### config.mk
export PLATFORM = sky130hd
export DESIGN_NAME = float_argmin_reduce
export DESIGN_NICKNAME = d
export VERILOG_FILES = /design/src/rtl/float_argmin_reduce.sv
export SDC_FILE = /design/constraint.sdc
export NUM_CORES = 1
export LEC_CHECK = 0
export BUFFER_PORTS_ARGS = -buffer_cell sky130_fd_sc_hd__buf_2
export CORE_UTILIZATION = 36
export DETAILED_ROUTE_END_ITERATION = 10
export GPL_TIMING_DRIVEN = 0
export SLEW_MARGIN = 0
export SYNTH_ARGS = -nofsm -noshare
export SYNTH_HDL_FRONTEND = slang
export SYNTH_SLANG_ARGS = --single-unit
### constraint.sdc
create_clock -name clk -period 7 [get_ports clk]
set_input_delay 0.35 -clock clk [delete_from_list [all_inputs] [get_ports clk]]
set_output_delay 0.35 -clock clk [all_outputs]
set_load 0.05 [all_outputs]
### src/rtl/float_argmin_reduce.sv
// rtl/float_argmin_reduce.sv - streaming binary32 minimum reducer with argmin
module float_argmin_reduce #(
   parameter int DATA_W  = 32,
   parameter int LEN_W   = 16,
   parameter int DELAY_W = 16
) (
   input  logic               clk,
   input  logic               rst,
   input  logic               running,
   input  logic               run,
   input  logic [DELAY_W-1:0] delay0,
   input  logic [LEN_W-1:0]   length,
   input  logic [DATA_W-1:0]  in0,
   output logic [DATA_W-1:0]  out0,
   output logic [LEN_W-1:0]   out1,
   output logic               done
);

   // Canonical quiet NaN marks "no non-NaN sample seen yet".
   localparam logic [DATA_W-1:0] EMPTY = DATA_W'(32'h7FC0_0000);

   // Field positions of the binary32 encoding.
   localparam int SIGN_BIT = 31;
   localparam int EXP_MSB  = 30;
   localparam int EXP_LSB  = 23;
   localparam int MAN_MSB  = 22;

   typedef enum logic [1:0] {
      S_IDLE = 2'd0,
      S_WAIT = 2'd1,
      S_ACC  = 2'd2,
      S_DONE = 2'd3
   } state_t;

   state_t             state;
   state_t             state_next;
   logic [DELAY_W-1:0] delay_cnt;
   logic [LEN_W-1:0]   len_q;
   logic [LEN_W-1:0]   idx;

   logic               sample_nan;
   logic               sample_less;
   logic               out_empty;
   logic               last_sample;
   logic               len_zero;
   logic               count_down;
   logic               capture;
   logic               take;

   // Classify the incoming sample and order it against the current minimum.
   always_comb begin
      sample_nan  = (&in0[EXP_MSB:EXP_LSB]) && (|in0[MAN_MSB:0]);
      out_empty   = (out0 == EMPTY);
      sample_less = 1'b0;
      if (in0[SIGN_BIT] != out0[SIGN_BIT]) begin
         // Differing signs: the negative one is smaller, which also orders -0 below +0.
         sample_less = in0[SIGN_BIT];
      end else if (!in0[SIGN_BIT]) begin
         sample_less = (in0[EXP_MSB:0] < out0[EXP_MSB:0]);
      end else begin
         sample_less = (in0[EXP_MSB:0] > out0[EXP_MSB:0]);
      end
   end

   // Index compare against length-1 stays inside LEN_W, so the maximum length cannot wrap.
   always_comb begin
      len_zero    = (len_q == '0);
      last_sample = (idx == (len_q - LEN_W'(1)));
   end

   // State register.
   always_ff @(posedge clk or posedge rst) begin
      if (rst) begin
         state <= S_IDLE;
      end else begin
         state <= state_next;
      end
   end

   // Next-state logic: run restarts from any state, running low aborts only while busy.
   always_comb begin
      state_next = state;
      if (run) begin
         // A zero delay skips WAIT so that sample 0 lands on the edge after run.
         state_next = (delay0 == '0) ? S_ACC : S_WAIT;
      end else begin
         case (state)
            S_IDLE: state_next = S_IDLE;
            S_WAIT: begin
               if (!running) begin
                  state_next = S_IDLE;
               end else if (delay_cnt <= DELAY_W'(1)) begin
                  state_next = S_ACC;
               end
            end
            S_ACC: begin
               if (!running) begin
                  state_next = S_IDLE;
               end else if (len_zero || last_sample) begin
                  state_next = S_DONE;
               end
            end
            S_DONE: state_next = S_DONE;
            default: state_next = S_IDLE;
         endcase
      end
   end

   // Output and datapath-control decode from the current state.
   always_comb begin
      done       = (state == S_DONE);
      count_down = (state == S_WAIT) && running && !run;
      capture    = (state == S_ACC) && running && !run && !len_zero;
      take       = capture && !sample_nan && (out_empty || sample_less);
   end

   // Start-time latching and the delay countdown.
   always_ff @(posedge clk or posedge rst) begin
      if (rst) begin
         len_q     <= '0;
         delay_cnt <= '0;
      end else if (run) begin
         len_q     <= length;
         delay_cnt <= delay0;
      end else if (count_down) begin
         delay_cnt <= delay_cnt - DELAY_W'(1);
      end
   end

   // Sample index: cleared at start, advances on every captured sample, NaN or not.
   always_ff @(posedge clk or posedge rst) begin
      if (rst) begin
         idx <= '0;
      end else if (run) begin
         idx <= '0;
      end else if (capture && !last_sample) begin
         idx <= idx + LEN_W'(1);
      end
   end

   // Running minimum and its index; abort leaves the partial result in place.
   always_ff @(posedge clk or posedge rst) begin
      if (rst) begin
         out0 <= '0;
         out1 <= '0;
      end else if (run) begin
         out0 <= EMPTY;
         out1 <= '1;
      end else if (take) begin
         out0 <= in0;
         out1 <= idx;
      end
   end

endmodule

==> results_dict.tcl, run 1 <==
set metrics [dict create \
    status "finished, final reports clean" \
    rows 46 \
    clock_latency_ns 0.35 \
    cp_top_family "simple AND/OR/NAND/NOR gates" \
    min_path_type "primary input to async pin" \
    ys_async_sr_fraction_pct 100 \
    cp.required_ns 7.21 \
    peakVddDrop_v 0.000128 \
    stdcell_area_mm2 0.00703 \
    antenna_cells 0 \
    grt_use_total_pct 18.6 \
    cp_slowest_stage_delay_ns 0.62 \
    synth_flop_cell "dfrtp_1" \
    post_cts_buffers 0 \
    wl_per_cell_um 14.8 \
    grt_antenna_before_repair 0 \
    synth_edf_count 0 \
    drt-total-wl_mm 14.6 \
    drv_slew 0 \
    coreArea_mm2 0.0158 \
    crit_type "flop to flop" \
    power_leakage_nw 3.34 \
    firstDrtPassIters 4 \
    cp-start-kind "flop" \
    setup_slack_ns 3.83 \
    syn2layout_area_growth_pct 20.4 \
    htree_levels 3 \
    cp_num_buf_inv 3 \
    pre_cts_ws_ns 3.79 \
    cp_max_fo 10 \
    slowest_stage "or4_1" \
    fin_util_pct 44.4 \
    clock_sinks 98 \
    synth.avg_cell_area_um2 9.19 \
    drive_above_1_share_pct 21.1 \
    grt_pass1_vias 4662 \
    final_common_cell "buf_2" \
    viasPerCell 5.05 \
    cts_root_buffer "clkbuf_16" \
    overflow 0 \
    synthCells 635 \
    numCtsBuffers 9 \
    ys_seq_area_share_pct 42.0 \
    drc_errors 0 \
    ys_types 51 \
    port_buffers 116 \
    yosys_warnings 0 \
    fin_setup_tns_ns 0 \
    ctsHoldBuffers 0 \
    nNetsFinal 867 \
    ios 117 \
    fin_skew_ns 0.00630 \
    cts_buffer_depth 2 \
    place.gp.congestion 0.831 \
    grt_setup_unrepaired "no" \
    dieArea_mm2 0.0167 \
    final-hold-violation-count 0 \
    setup_violations 0 \
    cp.arrival_ns 3.39 \
    netlist_area_mm2 0.00584 \
    relSlewSlack_pct 55.5 \
    drt_iter0_drc 242 \
    dpl_cell_area_mm2 0.00672 \
    final_cell_mix "buf_2, nor2_1, dfrtp_1, a21oi_1, inv_1" \
    synth_seq_cells 98 \
    post-route-min-period_ns 3.17 \
    vias 4969 \
    cts.clk_slew.worst_paths_ns 0.07 \
    dieWidth_um 129 \
    end_kind "flop" \
    synth_fp_nets 739 \
    dp_hpwl_mm 11.2 \
    worstPathCellList "inv_1, ha_1, nand4_1, or4_1, nor4_1, a21boi_0, o311ai_1, buf_2, buf_1, a21oi_1" \
    grt_max_degree 61 \
    fmax_mhz 315 \
    die_y_um 129 \
    detail-route-antenna-nets 0 \
    cts_tree "built" \
    drv_cap 0 \
    min_period_over_period_pct 45.3 \
    cts-resized-gates 0 \
    worstMarginPinSlew_ns 0.668 \
    start_util_pct 36.9 \
    p_per_area_mw_per_mm2 193 \
    grt_pass1_wl_mm 23.9 \
]
[report_power, final]
part           internal, mW  switching (mW)
clock network         0.313           0.224
registers             0.592          0.0300
logic                0.0806           0.119
[Yosys cell counts (3+ instances only)]
| cell type | instances | area, µm² |
|---|---|---|
| ha_1 | 36 | 450 |
| or4_1 | 6 | 45.0 |
| nand2_1 | 33 | 124 |
| dfrtp_1 | 98 | 2450 |
| and2_1 | 4 | 25.0 |
| and3_1 | 4 | 25.0 |
| or3_1 | 3 | 18.8 |
| buf_2 | 6 | 30.0 |
| mux2_2 | 18 | 203 |
| nand2b_1 | 7 | 43.8 |
| nor3_1 | 15 | 75.1 |
| a211oi_1 | 3 | 22.5 |
| mux2i_1 | 32 | 320 |
| nor4_1 | 20 | 125 |
| nor2b_1 | 10 | 62.6 |
| clkbuf_1 | 15 | 56.3 |
| mux2_1 | 4 | 45.0 |
| xnor2_1 | 24 | 210 |
| a21o_1 | 6 | 45.0 |
| nor2_1 | 99 | 372 |
| a21oi_1 | 41 | 205 |
| o21ai_0 | 26 | 130 |
| nand3_1 | 13 | 65.1 |
| nand4_1 | 23 | 144 |
| xor2_1 | 10 | 87.6 |
| buf_1 | 4 | 15.0 |
| inv_1 | 41 | 154 |
| and4_1 | 3 | 26.3 |
[worst paths after layout]
kind / slack (ns) / cells after the start / to / start
max in group asynchronous: 6.29 / 3 / out1[4]$_DFFE_PP0P_ / rst
min in group clk: 0.22 / 3 / delay_cnt[3]$_DFFE_PP0P_ / delay0[3]
setup reg to reg: 3.83 / 10 / out0[24]$_DFFE_PP0P_ / out0[30]$_DFFE_PP0P_
hold / removal: 0.04 / 2 / delay_cnt[9]$_DFFE_PP0P_ / rst
hold reg to reg: 0.54 / 2 / out1[12]$_DFFE_PP0P_ / out1[12]$_DFFE_PP0P_
setup / recovery: 3.83 / 10 / out0[24]$_DFFE_PP0P_ / out0[30]$_DFFE_PP0P_
[per-layer routing]
layer  vias up  GRT usage, %  share of wire, %  routed length, µm
li1       2491             -                 -                  -
met1      2349          26.3                49               7190
met2       115          28.8                45               6500
met3        14          2.68               4.6                667
met4         0          6.85               1.4                211
met5         -             0                 0                  0
[through the flow]
step	hold WS, ns	power (mW)	cells
after detailed placement	0.433	0.834	968
final	0.0354	1.36	984
after global routing	0.0835	1.42	984
after CTS	0.0504	1.37	984
after floorplan	0.467	0.762	635
after global placement	0.521	0.829	967
[logic make-up (layout without fill, tap and decap cells)]
| family | Yosys count | after routing | share of synthesized area, % |
|---|---|---|---|
| and+or+nand+nor | 251 | 251 | 21.3 |
| DFF | 98 | 98 | 42.0 |
| AOI/OAI and AO/OA | 94 | 94 | 9.47 |
| buffers and inverters | 68 | 201 | 4.63 |
| muxes | 54 | 54 | 9.73 |
| adders and majority gates | 36 | 36 | 7.72 |
| xor gates and xnor gates | 34 | 34 | 5.10 |
[state kept, by name (all words and copies together) (netlist names)]
register,cells
idx,16
len_q,16
out0,32
delay_cnt,16
state,2
out1,16
[cell type report]
class	instances	area, µm²
plain buffers	27	116
well taps	216	270
flip-flops and latches	98	2450
multi-input cells	469	3110
fillers	1612	8800
repair buffers	117	608
clock inverters	5	78.8
inverters	41	156
clock buffers	11	233
Power figures use the tool's default switching activity.
==> run 2, diff against run 1 <==
--- a/config.mk
+++ b/config.mk
@@ -5,6 +5,7 @@
 export SDC_FILE = /design/constraint.sdc
 export NUM_CORES = 1
 export LEC_CHECK = 0
+export ABC_AREA = 1
 export BUFFER_PORTS_ARGS = -buffer_cell sky130_fd_sc_hd__buf_2
 export CORE_UTILIZATION = 36
 export DETAILED_ROUTE_END_ITERATION = 10
==> constraint.sdc (replaced) <==
create_clock -name clk -period 2.95 [get_ports clk]
set_input_delay 0.1475 -clock clk [delete_from_list [all_inputs] [get_ports clk]]
set_output_delay 0.1475 -clock clk [all_outputs]
set_load 0.05 [all_outputs]
==> run 2 against run 1 <==
Against the previous run: the flow now finishes with violations (design-rule violations); via count is 21% higher; core utilization is 0.70 points lower; area after synthesis is 13% higher; register-to-register slack worse by 3.2 ns; sequential share of layout area is 3.7 points lower; wire length is 21% higher; critical path depth is 8 higher; fmax is 36% higher; first-iteration DRC count is 4.5% lower.
==> results_dict.tcl, run 2 <==
set metrics [dict create \
    p_comb_share_pct 22.8 \
    cp_max_fo 10 \
    rows 49 \
    synth_flop_cell "dfrtp_1" \
    htree_levels 3 \
    final_cell_mix "nand2_1, buf_2, inv_1, dfrtp_1, nand3_1" \
    ys_types 38 \
    synth_seq_cells 98 \
    dpl_cell_area_mm2 0.00748 \
    drt_iter0_drc 231 \
    min_path_type "primary input to flop" \
    synthCells 893 \
    hold_end "len_q[1]$_DFFE_PP0P_" \
    viasPerCell 4.78 \
    violations "design-rule violations" \
    yosys.cell_count.top_type "nand2_1" \
    slowest_stage "dfrtp_1" \
    cp.required_ns 3.24 \
    ys_top_cells_by_count "nand2_1, inv_1, dfrtp_1" \
    fmax_mhz 428 \
    synth.avg_cell_area_um2 7.37 \
    netlist_area_mm2 0.00658 \
    dp_hpwl_mm 13.6 \
    rrSetupSlack_ns 0.61 \
    setup_violations 0 \
    peakVddDrop_v 0.000276 \
    detail-route-antenna-nets 0 \
    min_from "length[1]" \
    cp.arrival_ns 2.63 \
    min_period_over_period_pct 79.2 \
    grt_max_degree 54 \
    overflow 0 \
    rr_worst_depth 18 \
    setup_slack_ns 0.613 \
    crit_top_cell "nand2_1" \
    drv_slew 0 \
    vias 6035 \
    port_buffers 116 \
    power_leakage_nw 4.19 \
    grt_antenna_before_repair 0 \
    place.gp.congestion 0.879 \
    grt_pass1_wl_mm 28.5 \
    synth_edf_count 0 \
    coreArea_mm2 0.0180 \
    nFillCells 1893 \
    drc_errors 2 \
    crit_type "flop to flop" \
    drt-total-wl_mm 17.6 \
    holdPathStages 3 \
    ios 117 \
    post-route-min-period_ns 2.34 \
    end_kind "flop" \
    grt_setup_unrepaired "no" \
    final-hold-violation-count 0 \
    switching_power_mw 1.13 \
    cp-start-kind "flop" \
    cts_root_buffer "clkbuf_16" \
    clock_sinks 98 \
    antenna_cells 0 \
    clock_latency_ns 0.35 \
    ys_async_sr_fraction_pct 100 \
    synth_area_leader_cell "dfrtp_1" \
    seq_power_share_pct 43.7 \
    numCtsBuffers 9 \
    firstDrtPassIters 7 \
    syn2layout_area_growth_pct 19.3 \
    start_util_pct 36.6 \
    yosys_warnings 0 \
    grt_use_total_pct 19.6 \
    die_y_um 137 \
    worstMarginPinSlew_ns 0.664 \
    ys_seq_area_share_pct 37.3 \
    cts.clk_slew.worst_paths_ns 0.07 \
    r2r-start "out0[30]$_DFFE_PP0P_" \
    status "finished, violations left" \
    cts_buffer_depth 2 \
    largest_reg_flops 32 \
    worstPathCellList "inv_1, ha_1, nand2_1, nor2_1, and2_1, nand3_1, nor2_2, nand2_1, nand2_1, nand2_1, nand2_1, nand2_1, nand2_2, nand2_4, inv_2, buf_2, nand2_1, nand2_1" \
    stdcell_area_mm2 0.00785 \
    p_clk_share_pct 33.5 \
    cts_tree "built" \
    synth_top_cell_area_share_pct 37.3 \
    dieWidth_um 137 \
    wl_per_cell_um 13.9 \
    dieArea_mm2 0.0188 \
    nNetsFinal 1135 \
    synth_fp_nets 997 \
    grt_pass1_vias 5781 \
    whs_ns 0.00661 \
    intPower_mw 2.35 \
    synth.area.top_cells "dfrtp_1, nand2_1, nand3_1, ha_1, inv_1" \
    drive_above_1_share_pct 18.3 \
    cp_slowest_stage_delay_ns 0.39 \
    fin_skew_ns 0.00752 \
    post_cts_buffers 0 \
    relSlewSlack_pct 55.8 \
    pre_cts_ws_ns 0.587 \
    p_sw_share_pct 32.4 \
    drv_cap 0 \
    p_per_area_mw_per_mm2 442 \
    regMostFlops "out0" \
    r2r-end "out0[2]$_DFFE_PP0P_" \
    final_common_cell "nand2_1" \
]
run 2: area by class of cell:
class                      count  area [µm²]  area share (%)
timing repair buffer         127         708            9.02
sequential                    98        2450            31.2
inverter                     110         415            5.29
clock inverter                 4        45.0           0.574
buffer                        31         188            2.39
clock buffer                  10         229            2.92
multi-input combinational    654        3530            44.9
tap                          229         287            3.65
run 2: power by group through the flow:
| stage | logic, mW | registers (mW) | clock network (mW) |
|---|---|---|---|
| 3_3_place_gp | 0.772 | 1.54 | 0 |
| 6_report | 0.790 | 1.52 | 1.16 |
| 4_1_cts | 0.799 | 1.52 | 1.20 |
| 2_1_floorplan | 0.431 | 1.66 | 0 |
| 5_1_grt | 0.891 | 1.53 | 1.25 |
| 3_5_place_dp | 0.785 | 1.54 | 0 |
run 2: worst max-delay path by stage:
stage | from | end | slack, ns | depth (start not counted)
finish | out0[30]$_DFFE_PP0P_ | out0[2]$_DFFE_PP0P_ | 0.61 | 18
global placement | rst | len_q[8]$_DFFE_PP0P_ | -1.17 | 2
global route | out0[30]$_DFFE_PP0P_ | out0[13]$_DFFE_PP0P_ | 0.32 | 18
CTS | out0[30]$_DFFE_PP0P_ | out0[19]$_DFFE_PP0P_ | 0.58 | 18
floorplan | rst | delay_cnt[0]$_DFFE_PP0P_ | 0.24 | 1
detailed placement | out0[30]$_DFFE_PP0P_ | out0[19]$_DFFE_PP0P_ | 0.59 | 18
run 2: kinds of logic (layout without fill, tap and decap cells):
family	Yosys count	after routing	share of synthesized area, %
AO/OA/AOI/OAI	51	51	4.62
XOR/XNOR	52	52	6.92
adder cells (fa/ha/maj)	36	36	6.85
buffers and inverters	141	282	9.13
flip-flops	98	98	37.3
AND/OR/NAND/NOR	515	515	35.2
run 2: repair_timing:
action | 4_1_cts | 5_1_grt
hold endpoints to repair | 54 | 0
hold buffers | 10 | 0
resized for setup | 0 | 0
run 2: layer usage:
layer / routed length, µm / track usage (%)
met3: 691 / 2.98
met2: 7950 / 31.6
met4: 170 / 4.88
met5: 0 / 0
met1: 8760 / 27.4
run 2: worst max-delay path, delay by kind of cell (launching register included):
kind	cells	cell delay (ns)
buffers and inverters	3	0.41
and+or+nand+nor	14	1.20
adders and majority gates	1	0.29
DFF	1	0.39
run 2: per-stage QoR:
step,setup TNS (ns),total power [mW],instances,utilization (%)
2_1_floorplan,0,2.09,893,-
6_report,0,3.47,1263,43.7
5_1_grt,0,3.67,1263,43.7
3_5_place_dp,0,2.33,1239,41.6
4_1_cts,0,3.51,1263,43.7
3_3_place_gp,-113.32,2.31,1238,41.5
